`config.mk`:
```
export PLATFORM = sky130hd
export DESIGN_NAME = mc_ctrl_flat
export DESIGN_NICKNAME = d
export VERILOG_FILES = /design/src/rtl/mc_ctrl_pkg.sv /design/src/rtl/mc_ctrl_if.sv /design/src/rtl/mc_alu_dec.sv /design/src/rtl/mc_ctrl.sv /design/src/flat_wrapper.sv
export SDC_FILE = /design/constraint.sdc
export NUM_CORES = 1
export LEC_CHECK = 0
export ABC_AREA = 1
export ABC_CLOCK_PERIOD_IN_PS = 3700
export CORE_MARGIN = 5
export CORE_UTILIZATION = 30
export DETAILED_ROUTE_END_ITERATION = 16
export GPL_ROUTABILITY_DRIVEN = 0
export RECOVER_POWER = 100
export SYNTH_ARGS = -nofsm -noshare
export SYNTH_HDL_FRONTEND = slang
export SYNTH_SLANG_ARGS = --single-unit
```
`constraint.sdc`:
```
create_clock -name clock -period 3.7 [get_ports clock]
set_input_delay 0.74 -clock clock [delete_from_list [all_inputs] [get_ports clock]]
set_output_delay 0.74 -clock clock [all_outputs]
set_load 0.1 [all_outputs]
```
`src/rtl/mc_ctrl_pkg.sv`:
```
// Shared constants for the multi-cycle controller: opcodes, functs, aluop,
// state and datapath-select encodings, plus an instruction-class helper.
package mc_ctrl_pkg;

    localparam int ALUOP_WIDTH = 5;

    localparam logic [5:0] OP_RTYPE = 6'b000000;
    localparam logic [5:0] OP_J     = 6'b000010;
    localparam logic [5:0] OP_BEQ   = 6'b000100;
    localparam logic [5:0] OP_ADDIU = 6'b001001;
    localparam logic [5:0] OP_ORI   = 6'b001101;
    localparam logic [5:0] OP_LUI   = 6'b001111;
    localparam logic [5:0] OP_LW    = 6'b100011;
    localparam logic [5:0] OP_SW    = 6'b101011;

    localparam logic [5:0] FN_ADDU = 6'b100001;
    localparam logic [5:0] FN_SUBU = 6'b100011;
    localparam logic [5:0] FN_AND  = 6'b100100;
    localparam logic [5:0] FN_OR   = 6'b100101;
    localparam logic [5:0] FN_SLT  = 6'b101010;

    localparam logic [ALUOP_WIDTH-1:0] ALU_ADD = 5'd0;
    localparam logic [ALUOP_WIDTH-1:0] ALU_SUB = 5'd1;
    localparam logic [ALUOP_WIDTH-1:0] ALU_AND = 5'd2;
    localparam logic [ALUOP_WIDTH-1:0] ALU_OR  = 5'd3;
    localparam logic [ALUOP_WIDTH-1:0] ALU_SLT = 5'd4;
    localparam logic [ALUOP_WIDTH-1:0] ALU_LUI = 5'd5;

    localparam logic [2:0] S_FETCH  = 3'd0;
    localparam logic [2:0] S_DECODE = 3'd1;
    localparam logic [2:0] S_EXEC   = 3'd2;
    localparam logic [2:0] S_MEM    = 3'd3;
    localparam logic [2:0] S_WB     = 3'd4;
    localparam logic [2:0] S_TRAP   = 3'd7;

    localparam logic [1:0] PC_SEQ    = 2'd0;
    localparam logic [1:0] PC_BRANCH = 2'd1;
    localparam logic [1:0] PC_JUMP   = 2'd2;

    localparam logic [1:0] RD_RT = 2'd0;
    localparam logic [1:0] RD_RD = 2'd1;

    localparam logic [1:0] SRCB_BUS  = 2'd0;
    localparam logic [1:0] SRCB_SEXT = 2'd1;
    localparam logic [1:0] SRCB_ZEXT = 2'd2;
    localparam logic [1:0] SRCB_LUI  = 2'd3;

    typedef enum logic [2:0] {
        IC_ALU,
        IC_BEQ,
        IC_J,
        IC_LW,
        IC_SW,
        IC_BAD
    } iclass_t;

    function automatic iclass_t iclass(input logic [5:0] op);
        case (op)
            OP_RTYPE, OP_ADDIU, OP_ORI, OP_LUI: return IC_ALU;
            OP_BEQ:                             return IC_BEQ;
            OP_J:                               return IC_J;
            OP_LW:                              return IC_LW;
            OP_SW:                              return IC_SW;
            default:                            return IC_BAD;
        endcase
    endfunction

endpackage

```
`src/rtl/mc_ctrl_if.sv`:
```
// Controller <-> datapath/memory bundle: IR fields, alu flag, memory
// handshakes and every control output of mc_ctrl.
interface mc_ctrl_if #(
    parameter int ALUOP_W = 5,
    parameter int STATE_W = 3
);
    logic [5:0]         op;
    logic [5:0]         funct;
    logic               zero;
    logic               imem_ready;
    logic               dmem_ready;

    logic               imem_req;
    logic               dmem_req;
    logic               dmem_write;
    logic               ir_write;
    logic               pc_write;
    logic [1:0]         pc_src;
    logic               reg_write;
    logic [1:0]         reg_dst;
    logic               mem_to_reg;
    logic [1:0]         alu_src_b;
    logic [ALUOP_W-1:0] aluop;
    logic               illegal;
    logic [STATE_W-1:0] state;

    modport master (
        input  op, funct, zero, imem_ready, dmem_ready,
        output imem_req, dmem_req, dmem_write, ir_write, pc_write, pc_src,
               reg_write, reg_dst, mem_to_reg, alu_src_b, aluop, illegal, state
    );

    modport slave (
        output op, funct, zero, imem_ready, dmem_ready,
        input  imem_req, dmem_req, dmem_write, ir_write, pc_write, pc_src,
               reg_write, reg_dst, mem_to_reg, alu_src_b, aluop, illegal, state
    );

endinterface

```
`src/rtl/mc_alu_dec.sv`:
```
// Combinational instruction decode: (op, funct) -> aluop, alu_src_b and
// whether the instruction is part of the supported set.
module mc_alu_dec
    import mc_ctrl_pkg::*;
#(
    parameter int ALUOP_W = ALUOP_WIDTH
) (
    input  logic [5:0]         op,
    input  logic [5:0]         funct,
    output logic [ALUOP_W-1:0] aluop,
    output logic [1:0]         alu_src_b,
    output logic               legal
);

    always_comb begin
        aluop     = ALUOP_W'(ALU_ADD);
        alu_src_b = SRCB_BUS;
        legal     = 1'b1;
        case (op)
            OP_RTYPE: begin
                case (funct)
                    FN_ADDU: aluop = ALUOP_W'(ALU_ADD);
                    FN_SUBU: aluop = ALUOP_W'(ALU_SUB);
                    FN_AND:  aluop = ALUOP_W'(ALU_AND);
                    FN_OR:   aluop = ALUOP_W'(ALU_OR);
                    FN_SLT:  aluop = ALUOP_W'(ALU_SLT);
                    default: legal = 1'b0;
                endcase
            end
            OP_ADDIU: alu_src_b = SRCB_SEXT;
            OP_ORI: begin
                aluop     = ALUOP_W'(ALU_OR);
                alu_src_b = SRCB_ZEXT;
            end
            OP_LUI: begin
                aluop     = ALUOP_W'(ALU_LUI);
                alu_src_b = SRCB_LUI;
            end
            OP_LW, OP_SW: alu_src_b = SRCB_SEXT;
            OP_BEQ:       aluop     = ALUOP_W'(ALU_SUB);
            OP_J:         legal     = 1'b1;
            default:      legal     = 1'b0;
        endcase
    end

endmodule

```
`src/rtl/mc_ctrl.sv`:
```
// Multi-cycle control FSM (FETCH/DECODE/EXEC/MEM/WB/TRAP) with req/ready
// memory handshakes. Define MC_CTRL_PERF_EN to add retired/cycles counters.
module mc_ctrl
    import mc_ctrl_pkg::*;
#(
    parameter int ALUOP_W = ALUOP_WIDTH,
    parameter int STATE_W = 3
) (
    input  logic        clock,
    input  logic        reset,
    mc_ctrl_if.master   bus
`ifdef MC_CTRL_PERF_EN
    ,
    output logic [31:0] retired,
    output logic [31:0] cycles
`endif
);

    logic [2:0]         st;
    logic [2:0]         st_nx;
    logic [5:0]         op_q;
    logic [5:0]         funct_q;
    logic [5:0]         dec_op;
    logic [5:0]         dec_funct;
    logic [ALUOP_W-1:0] dec_aluop;
    logic [1:0]         dec_src_b;
    logic               dec_legal;
    iclass_t            cls;

    logic       imem_req;
    logic       dmem_req;
    logic       dmem_write;
    logic       ir_write;
    logic       pc_write;
    logic [1:0] pc_src;
    logic       reg_write;
    logic [1:0] reg_dst;
    logic       mem_to_reg;
    logic       illegal;
    logic       alu_en;

    always_ff @(posedge clock) begin
        if (!reset) begin
            st      <= S_FETCH;
            op_q    <= '0;
            funct_q <= '0;
        end else begin
            st <= st_nx;
            if (st == S_DECODE) begin
                op_q    <= bus.op;
                funct_q <= bus.funct;
            end
        end
    end

    // DECODE must classify the live IR fields since op_q/funct_q load on that edge.
    assign dec_op    = (st == S_DECODE) ? bus.op : op_q;
    assign dec_funct = (st == S_DECODE) ? bus.funct : funct_q;
    assign cls       = iclass(dec_op);

    mc_alu_dec #(
        .ALUOP_W(ALUOP_W)
    ) u_alu_dec (
        .op       (dec_op),
        .funct    (dec_funct),
        .aluop    (dec_aluop),
        .alu_src_b(dec_src_b),
        .legal    (dec_legal)
    );

    always_comb begin
        st_nx      = st;
        imem_req   = 1'b0;
        dmem_req   = 1'b0;
        dmem_write = 1'b0;
        ir_write   = 1'b0;
        pc_write   = 1'b0;
        pc_src     = PC_SEQ;
        reg_write  = 1'b0;
        reg_dst    = RD_RT;
        mem_to_reg = 1'b0;
        illegal    = 1'b0;
        alu_en     = 1'b0;
        case (st)
            S_FETCH: begin
                imem_req = 1'b1;
                if (bus.imem_ready) begin
                    ir_write = 1'b1;
                    pc_write = 1'b1;
                    st_nx    = S_DECODE;
                end
            end
            S_DECODE: begin
                if (!dec_legal) begin
                    st_nx = S_TRAP;
                end else if (cls == IC_J) begin
                    pc_write = 1'b1;
                    pc_src   = PC_JUMP;
                    st_nx    = S_FETCH;
                end else begin
                    st_nx = S_EXEC;
                end
            end
            S_EXEC: begin
                alu_en = 1'b1;
                if (cls == IC_BEQ) begin
                    if (bus.zero) begin
                        pc_write = 1'b1;
                        pc_src   = PC_BRANCH;
                    end
                    st_nx = S_FETCH;
                end else if (cls == IC_LW || cls == IC_SW) begin
                    st_nx = S_MEM;
                end else begin
                    st_nx = S_WB;
                end
            end
            // The datapath has no ALU result register, so the ALU keeps its
            // EXEC setting through MEM (address) and WB (result).
            S_MEM: begin
                alu_en     = 1'b1;
                dmem_req   = 1'b1;
                dmem_write = (cls == IC_SW);
                if (bus.dmem_ready) begin
                    st_nx = (cls == IC_SW) ? S_FETCH : S_WB;
                end
            end
            S_WB: begin
                alu_en     = 1'b1;
                reg_write  = 1'b1;
                reg_dst    = (dec_op == OP_RTYPE) ? RD_RD : RD_RT;
                mem_to_reg = (cls == IC_LW);
                st_nx      = S_FETCH;
            end
            S_TRAP: begin
                illegal = 1'b1;
                st_nx   = S_TRAP;
            end
            default: st_nx = S_FETCH;
        endcase
    end

    // Every output is held at zero while reset is low, abandoning any instruction.
    assign bus.imem_req   = reset & imem_req;
    assign bus.dmem_req   = reset & dmem_req;
    assign bus.dmem_write = reset & dmem_write;
    assign bus.ir_write   = reset & ir_write;
    assign bus.pc_write   = reset & pc_write;
    assign bus.pc_src     = reset ? pc_src : '0;
    assign bus.reg_write  = reset & reg_write;
    assign bus.reg_dst    = reset ? reg_dst : '0;
    assign bus.mem_to_reg = reset & mem_to_reg;
    assign bus.alu_src_b  = (reset && alu_en) ? dec_src_b : '0;
    assign bus.aluop      = (reset && alu_en) ? dec_aluop : '0;
    assign bus.illegal    = reset & illegal;
    assign bus.state      = reset ? STATE_W'(st) : '0;

`ifdef MC_CTRL_PERF_EN
    logic [31:0] retired_q;
    logic [31:0] cycles_q;
    logic        retire;

    assign retire = (st_nx == S_FETCH) &&
                    (st inside {S_DECODE, S_EXEC, S_MEM, S_WB});

    always_ff @(posedge clock) begin
        if (!reset) begin
            retired_q <= '0;
            cycles_q  <= '0;
        end else begin
            cycles_q <= cycles_q + 32'd1;
            if (retire) begin
                retired_q <= retired_q + 32'd1;
            end
        end
    end

    assign retired = reset ? retired_q : '0;
    assign cycles  = reset ? cycles_q : '0;
`endif

endmodule
```
`src/flat_wrapper.sv`:
```
// flat-port wrapper written by rule: the top's interface ports become plain ports
module mc_ctrl_flat import mc_ctrl_pkg::*;
#(
    parameter int ALUOP_W = ALUOP_WIDTH,
    parameter int STATE_W = 3
)
  (clock, reset, bus_op, bus_funct, bus_zero, bus_imem_ready, bus_dmem_ready, bus_imem_req, bus_dmem_req, bus_dmem_write, bus_ir_write, bus_pc_write, bus_pc_src, bus_reg_write, bus_reg_dst, bus_mem_to_reg, bus_alu_src_b, bus_aluop, bus_illegal, bus_state);
  mc_ctrl_if #(.ALUOP_W(ALUOP_W), .STATE_W(STATE_W)) bus_i ();
  input  logic clock;
  input  logic reset;
  input wire logic [$bits(bus_i.op)-1:0] bus_op;
  input wire logic [$bits(bus_i.funct)-1:0] bus_funct;
  input wire logic [$bits(bus_i.zero)-1:0] bus_zero;
  input wire logic [$bits(bus_i.imem_ready)-1:0] bus_imem_ready;
  input wire logic [$bits(bus_i.dmem_ready)-1:0] bus_dmem_ready;
  output wire logic [$bits(bus_i.imem_req)-1:0] bus_imem_req;
  output wire logic [$bits(bus_i.dmem_req)-1:0] bus_dmem_req;
  output wire logic [$bits(bus_i.dmem_write)-1:0] bus_dmem_write;
  output wire logic [$bits(bus_i.ir_write)-1:0] bus_ir_write;
  output wire logic [$bits(bus_i.pc_write)-1:0] bus_pc_write;
  output wire logic [$bits(bus_i.pc_src)-1:0] bus_pc_src;
  output wire logic [$bits(bus_i.reg_write)-1:0] bus_reg_write;
  output wire logic [$bits(bus_i.reg_dst)-1:0] bus_reg_dst;
  output wire logic [$bits(bus_i.mem_to_reg)-1:0] bus_mem_to_reg;
  output wire logic [$bits(bus_i.alu_src_b)-1:0] bus_alu_src_b;
  output wire logic [$bits(bus_i.aluop)-1:0] bus_aluop;
  output wire logic [$bits(bus_i.illegal)-1:0] bus_illegal;
  output wire logic [$bits(bus_i.state)-1:0] bus_state;
  assign bus_i.op = bus_op;
  assign bus_i.funct = bus_funct;
  assign bus_i.zero = bus_zero;
  assign bus_i.imem_ready = bus_imem_ready;
  assign bus_i.dmem_ready = bus_dmem_ready;
  assign bus_imem_req = bus_i.imem_req;
  assign bus_dmem_req = bus_i.dmem_req;
  assign bus_dmem_write = bus_i.dmem_write;
  assign bus_ir_write = bus_i.ir_write;
  assign bus_pc_write = bus_i.pc_write;
  assign bus_pc_src = bus_i.pc_src;
  assign bus_reg_write = bus_i.reg_write;
  assign bus_reg_dst = bus_i.reg_dst;
  assign bus_mem_to_reg = bus_i.mem_to_reg;
  assign bus_alu_src_b = bus_i.alu_src_b;
  assign bus_aluop = bus_i.aluop;
  assign bus_illegal = bus_i.illegal;
  assign bus_state = bus_i.state;
  mc_ctrl #(.ALUOP_W(ALUOP_W), .STATE_W(STATE_W)) u_core (.clock(clock), .reset(reset), .bus(bus_i));
endmodule
```
**Yosys cells after proc, flatten, opt, wreduce, memory -nomap -nowiden**

Cells that the tools add are included.

- Flip-flop bits (word level): 15

- Bitwise logic cells: 8
- Mux-type cells: 42
- Reduce and logical (&&, ||, !) cells: 10
- Equal/unequal tests: 23

Operators with widths:

| operator | count |
|---|---|
| equality test 6 bit, second input constant | 7 |
| one-hot mux 3 bit (5 select lines) | 2 |
| two-way mux 3 bit | 8 |
| one-hot mux 3 bit (4 select lines) | 2 |
| equality test 6 x 4 -> 1 bit, second input constant | 3 |
| two-way mux 1 bit | 16 |
| two-way mux 2 bit | 8 |
| equality test 3 x 2 -> 1 bit, second input constant | 4 |
| two-way mux 6 bit | 2 |
| equality test 3 bit, second input constant | 3 |
| AND 1 bit | 8 |
| OR reduction 7 bit | 1 |
| equality test 3 x 1 -> 1 bit, second input constant | 2 |
| equality test 6 x 2 -> 1 bit, second input constant | 1 |
| equality test 6 x 3 -> 1 bit, second input constant | 1 |
| logical NOT 6 bit | 1 |
| one-hot mux 2 bit (3 select lines) | 1 |
| OR reduction 3 bit | 2 |
| OR reduction 5 bit | 1 |
| inequality test 2 bit, second input constant | 2 |
| one-hot mux 2 bit (2 select lines) | 1 |
| OR reduction 4 bit | 1 |
| logical NOT 3 bit | 1 |
| one-hot mux 1 bit (3 select lines) | 1 |
| other kinds (4) | 4 |

**Logic depth before layout (Yosys ltp)**

Gate-level depths: netlist of the first run.

- Depth after elaboration: 10
- Mapped depth: 15
- Depth with buffers taken out: 14

**Cells and area by module**

Synthesis of the first run repeated with hierarchy kept, for this count alone.

- Cells, all modules: 244
- Area, all modules: 1442.6 µm²

By module, submodules not included:

| module | instances | cells an instance | area an instance (µm²) | sequential area each (µm²) |
|---|---|---|---|---|
| mc_ctrl | 1 | 182 | 1156.1 | 300.3 |
| mc_alu_dec | 1 | 62 | 286.5 | 0.0 |

**Worst setup path after synthesis of the first run**

OpenSTA, ideal clock, no wires.

- Path type: input-to-output
- Start: in reset
- End: out bus_aluop[1]
- Stages on the path: 6
- Arrival: 4057 ps
- Slack: -1097 ps
- Cells stage by stage: nand2_1 > nor2_1 > inv_1 > o21ai_0 > inv_1 > a21oi_1

- Word-level cells in the longest chain between the ends: 2

Ends and longest elaborated chain:

| element | RTL line | source |
|---|---|---|
| from (decl) | flat_wrapper.sv:10 | `input logic reset;` |
| logical AND 1 bit | mc_ctrl.sv:154 | `assign bus.aluop = (reset && alu_en) ? dec_aluop : '0;` |
| two-way mux 3 bit | mc_ctrl.sv:154 |  |
| to (decl) | flat_wrapper.sv:26 | `output wire logic [$bits(bus_i.aluop)-1:0] bus_aluop;` |

No other way between the ends.

**Final worst setup path of the first run**

- Start: reg u_core.st[0]
- End: out bus_pc_src[0]

- Word-level cells in the longest chain between the ends: 9
- Elaborated cells on any way between the ends: 28

Ends and longest elaborated chain:

| element | RTL line | source |
|---|---|---|
| from (decl) | mc_ctrl.sv:19 | `logic [2:0] st;` |
| from (signal assigned) | mc_ctrl.sv:48 | `st <= st_nx;` |
| equality test 3 x 1 -> 1 bit | mc_ctrl.sv:57, mc_ctrl.sv:58, mc_ctrl.sv:84 |  |
| two-way mux 6 bit | -- |  |
| equality test 6 x 4 -> 1 bit, or another cell as far along | mc_ctrl_pkg.sv:58, mc_alu_dec.sv:19 |  |
| OR reduction 4 bit or OR reduction 5 bit (tied branches) | -- |  |
| one-hot mux 3 bit (5 select lines) or two-way mux 1 bit (tied branches) | mc_ctrl_pkg.sv:58, mc_alu_dec.sv:21 |  |
| equality test 3 x 1 -> 1 bit or one-hot mux 1 bit (2 select lines) (tied branches) | mc_ctrl.sv:106, mc_alu_dec.sv:19 |  |
| two-way mux 2 bit (on tied branches) | mc_ctrl.sv:106, mc_ctrl.sv:94 |  |
| one-hot mux 2 bit (2 select lines) (*) | mc_ctrl.sv:84 | `case (st)` |
| two-way mux 2 bit (*) | mc_ctrl.sv:149 | `assign bus.pc_src = reset ? pc_src : '0;` |
| to (decl) | flat_wrapper.sv:21 | `output wire logic [$bits(bus_i.pc_src)-1:0] bus_pc_src;` |

Mark *: on every way between the ends. The rest lies on a longest branch, timed or not.

==> impl_results.md, run 1 <==
- Status: completed
- PD cells: 738 mW/mm2
- Crit-path slowest cell: dfxtp_1
- Distinct cells, synth: 29
- Worst Tran Pin Value: 1.16 ns
- Worst r2r src: u_core.st[0]
- Final hold viol count: 0
- Ranking of synthesized cells by area: dfxtp_1 24%, nor2_1 12%, nand2_1 11%, inv_1 8.9%, nand2_2 6.9%
- Fillers: 450
- Fin crit share: 91.9%
- First-pass GRT wire length: 5170 um
- TritonCTS buffer count: 3
- Worst-Skew Late Latency: 0.25 ns
- Clk sinks: 15
- Layout Skew: 0.000623 ns
- WL per Instance: 10.8 um
- Reg area: 300 um2
- Grt ovf: 0
- Syn. warnings: 0
- Synth top area share: 23.7%
- Post-DP HPWL: 2550 um
- Via/cell ratio: 4.44
- Post-cts resize count: 0
- Fmax: 0.294 GHz
- CP peak stage delay: 0.54 ns
- Critical-path cell list: inv_2, nor2_2, nand3_1, nand2_2, inv_1, nor2_2, nand3_2, nand3b_1, nor2_1, clkbuf_2
- Path category of the worst min-delay check: reg -> reg
- Worst Path Max Fanout: 12
- Final ANT Viol Nets: 0
- Nets: 260
- Crit path launch: u_core.st[0]
- Gate count of the mapped netlist: 209
- Setup violators final: 0
- Area of the multi-input gates: 766 um2
- Most frequent CP cell: nor2_2
- Routed via count: 1,296
- Vias in the first global route: 1,169
- RR Endpoint: u_core.st[0]
- Synthesized area: 0.00127 mm2
- Slew Viols, Final: 0
- Clock slew at reported path FFs: 0.06 ns
- Worst path required time: 2.96 ns
- Setup CP Type: reg -> out
- Setup repair after global routing missed its margin: false
- Peak VDD IR: 0.000240 V
- Worst r2r path cells: 12
- Min Tclk post-route: 3.40 ns
- Chip width: 75.0 um
- Max_slew headroom: 22.7%
- DIE AREA: 0.00562 mm2
- Largest net degree at the start of global routing: 21
- Share of layout cells above drive strength 1: 21.5%
- Htree depth: 1
- Worst R2R Setup Slack: 1.48 ns
- Setup TNS: 0 ns
- Number of max-cap violations: 0
- Initial DRT Pass Iterations: 4
- Initial drt markers: 38
- CTS Hold Bufs: 0
- P&R area growth vs syn: 32.5%
- Crit path DAT: 2.66 ns
- Fin worst setup slack: 0.301 ns
- DRC viols: 0
- Core Util, Final: 41.4%
- Port bufs: 35
- Root Driver: clkbuf_8
- Mean Syn Cell Area: 6.06 um2
- Leakage: 0.809 nW
- # IOs: 39
- Postcts setup bufs: 0
- Startpoint types: flop
- Post-place setup slack: 0.503 ns
- CTS tree: built
- Overall routed net length: 3150 um
- Total Routing Usage GR: 11.8%
- Core region area: 0.00406 mm2
- Hold_sp: u_core.funct_q[2]
- Die Span Y: 75.0 um
- Initial antenna violation count: 0
- # rows: 23
- Sequential share of the synthesized area: 23.7%
- Maximum buffer depth of the clock tree: 2
- Ant diodes: 0
- Worst hold endpoint: u_core.funct_q[2]
- Synth Register Bits: 15
- Total Power: 0.00124 W
- Critical Path End Type: output port
- Hold Path Stages: 2
- Synth area leader: dfxtp_1
- Starting Density: 31.2%
## logic make-up (layout without fill, tap and decap cells)
kind of cell / after synthesis / count (layout) / share of synthesized area (%)
simple gates: 136 / 136 / 53.3
buf+inv: 44 / 75 / 16.6
flops: 15 / 15 / 23.7
compound gates: 13 / 13 / 6.13
other cells: 1 / 3 / 0.296
## sequential cells by signal, summed over array words and instances (netlist names)
signal          cells
u_core.funct_q      6
u_core.op_q         6
u_core.st           3
## cells in the mapped netlist, drive strengths merged
cell type	n
a21oi	3
a31oi	1
a41oi	1
buf	7
clkbuf	2
conb	1
dfxtp	15
inv	35
nand2	52
nand3	22
nand3b	4
nand4	6
nor2	47
nor3	3
nor4	1
o21ai	6
o21bai	1
o22ai	1
or2	1
## cell type report
cell class | count | share of cell area (%)
repair buffers | 36 | 22.2
inverters | 35 | 7.83
well taps | 50 | 3.73
clock buffers | 4 | 2.68
flip-flops and latches | 15 | 17.9
multi-input cells | 152 | 45.6
## worst max path at each step
| stage | end |
|---|---|
| floorplan | bus_alu_src_b[1] |
| global placement | bus_aluop[2] |
| detailed placement | bus_aluop[2] |
| CTS | bus_aluop[2] |
| global route | bus_pc_src[0] |
| finish | bus_pc_src[0] |
## critical path: cells and delay by family, from the launching register on
family / cells / cell delay [ns]
and+or+nand+nor: 7 / 1.27
buffers and inverters: 3 / 0.61
DFF: 1 / 0.54
## layer usage
metal  vias to the layer above  track usage, %  wire, um
li1                        711               -         -
met1                       554            15.0      1430
met2                        29            19.6      1490
met3                         2            4.14       215
met4                         0            1.78        12
met5                         -               0         0
## layout by cell type, fill, tap and decap left out, types with 4 or more instances in the layout
| master | count |
|---|---|
| buf_12 | 8 |
| clkbuf_1 | 7 |
| clkbuf_2 | 6 |
| clkdlybuf4s50_1 | 15 |
| dfxtp_1 | 15 |
| inv_1 | 30 |
| inv_2 | 5 |
| nand2_1 | 39 |
| nand2_2 | 13 |
| nand3_1 | 16 |
| nand3_2 | 5 |
| nand3b_1 | 4 |
| nand4_1 | 6 |
| nor2_1 | 39 |
| nor2_2 | 7 |
| o21ai_0 | 5 |
## metrics by stage
| step | std cells | area (um2) | hold slack, ns |
|---|---|---|---|
| after floorplan | 211 | 1290 | 0.448 |
| after global placement | 288 | 1720 | 0.458 |
| after detailed placement | 288 | 1720 | 0.460 |
| after CTS | 292 | 1760 | 0.470 |
| after global routing | 292 | 1680 | 0.481 |
| final | 292 | 1680 | 0.469 |
## power breakdown
group | switching, W | internal (W) | total, W
registers | 0.0000371 | 0.000214 | 0.000251
clock network | 0.0000579 | 0.0000763 | 0.000134
logic | 0.000621 | 0.000232 | 0.000853
total | 0.000716 | 0.000522 | 0.00124
Note: power is estimated with default switching activity, not from simulation.
==> run 2, diff against run 1 <==
--- a/config.mk
+++ b/config.mk
@@ -7,7 +7,6 @@
 export LEC_CHECK = 0
 export ABC_AREA = 1
 export ABC_CLOCK_PERIOD_IN_PS = 3700
-export CORE_MARGIN = 5
 export CORE_UTILIZATION = 30
 export DETAILED_ROUTE_END_ITERATION = 16
 export GPL_ROUTABILITY_DRIVEN = 0
==> impl_results.md, run 2 (same netlist as run 1, synthesis figures left out) <==
- Fin crit share: 90.5%
- Final hold viol count: 0
- Peak VDD IR: 0.000287 V
- Crit path DAT: 2.61 ns
- Initial antenna violation count: 0
- Worst path required time: 2.96 ns
- P&R area growth vs syn: 32.9%
- Worst-Skew Late Latency: 0.25 ns
- CP peak stage delay: 0.67 ns
- Total Routing Usage GR: 15.1%
- Nets: 260
- Critical Path End Type: output port
- # rows: 23
- Final ANT Viol Nets: 0
- Routed via count: 1,318
- Largest net degree at the start of global routing: 21
- Chip width: 67.0 um
- Worst Path Max Fanout: 20
- Post-cts resize count: 0
- Worst Tran Pin Value: 1.18 ns
- Fmax: 0.298 GHz
- Fin worst setup slack: 0.350 ns
- Starting Density: 31.4%
- DRC viols: 0
- DIE AREA: 0.00448 mm2
- Initial drt markers: 57
- Setup repair after global routing missed its margin: false
- Min Tclk post-route: 3.35 ns
- Setup CP Type: in -> out
- Overall routed net length: 3070 um
- Grt ovf: 0
- Regs by FF count: u_core.funct_q x6, u_core.op_q x6, u_core.st x3
- CTS tree: built
- Slew Viols, Final: 0
- Ant diodes: 0
- CTS Hold Bufs: 0
- TritonCTS buffer count: 3
- Critical-path cell list: dlygate4sd3_1, inv_1, clkbuf_1, nor2_1, clkbuf_2
- Status: completed
- Initial DRT Pass Iterations: 4
- Maximum buffer depth of the clock tree: 2
- Layout Skew: 0.00383 ns
- Core region area: 0.00403 mm2
- Max_slew headroom: 21.7%
- Fillers: 449
- Path category of the worst min-delay check: reg -> reg
- Root Driver: clkbuf_8
- WL per Instance: 10.5 um
- Setup TNS: 0 ns
- Setup violators final: 0
- Vias in the first global route: 1,223
- Most frequent cells in the layout: 39 x nand2_1, 39 x nor2_1, 31 x inv_1, 16 x nand3_1
- Via/cell ratio: 4.51
- Crit-path slowest cell: clkbuf_1
- # IOs: 39
- Die Span Y: 67.0 um
- Post-place setup slack: 0.565 ns
- Htree depth: 1
- Postcts setup bufs: 0
- Share of layout cells above drive strength 1: 21.1%
- Clk sinks: 15
- Post-DP HPWL: 2480 um
- PD cells: 737 mW/mm2
- Clock slew at reported path FFs: 0.06 ns
- Leakage: 0.809 nW
- Startpoint types: primary input
- Port bufs: 35
- Worst R2R Setup Slack: 1.36 ns
- Number of max-cap violations: 0
- First-pass GRT wire length: 5150 um
==> run 2: cell counts in the layout (fill, tap and decap cells not counted) <==
No cell type changed its count.
==> run 2: where the power goes <==
group          leakage [nW]  internal [W]  switching [W]
logic                 0.663      0.000230       0.000622
registers             0.123      0.000214      0.0000383
clock network        0.0228     0.0000763      0.0000593
total                 0.809      0.000521       0.000719
==> run 2: per-stage QoR <==
| stage | util, % | cell area [um2] | cells | total power, W | hold WS (ns) |
|---|---|---|---|---|---|
| 6_report | 41.8 | 1680 | 292 | 0.00124 | 0.469 |
| 5_1_grt | 41.8 | 1680 | 292 | 0.00136 | 0.493 |
| 4_1_cts | 43.8 | 1760 | 292 | 0.00127 | 0.471 |
| 3_5_place_dp | 42.7 | 1720 | 288 | 0.00113 | 0.460 |
| 3_3_place_gp | 42.7 | 1720 | 288 | 0.00112 | 0.458 |
| 2_1_floorplan | - | 1290 | 211 | 0.000991 | 0.448 |
==> run 2: path summary, 6_finish.rpt <==
path / startpoint / end / cells past startpoint
setup / recovery: reset / bus_dmem_req / 5
hold / removal: u_core.funct_q[2] / u_core.funct_q[2] / 2
setup reg to reg: u_core.st[1] / u_core.st[0] / 12
hold reg to reg: u_core.funct_q[2] / u_core.funct_q[2] / 2
==> run 2: area by class of cell <==
class	instances	area [um2]	share of cell area [%]
clock buffers	4	45.0	2.68
inverters	35	131	7.81
flip-flops and latches	15	300	17.8
repair buffers	36	378	22.5
multi-input cells	152	766	45.5
well taps	50	62.6	3.72
==> run 2: critical path, delay by kind of cell <==
family,cells,cell delay (ns)
buffers and inverters,4,1.76
and+or+nand+nor,1,0.11
==> run 2: routing by layer <==
metal  part of all wire, %  up-vias  wire (um)  track usage [%]
met1                    48      578       1460             18.3
li1                      -      710          -                -
met5                     0        -          0                0
met2                    48       28       1470             27.1
met3                   4.0        2        124             3.60
met4                  0.33        0         10             2.39
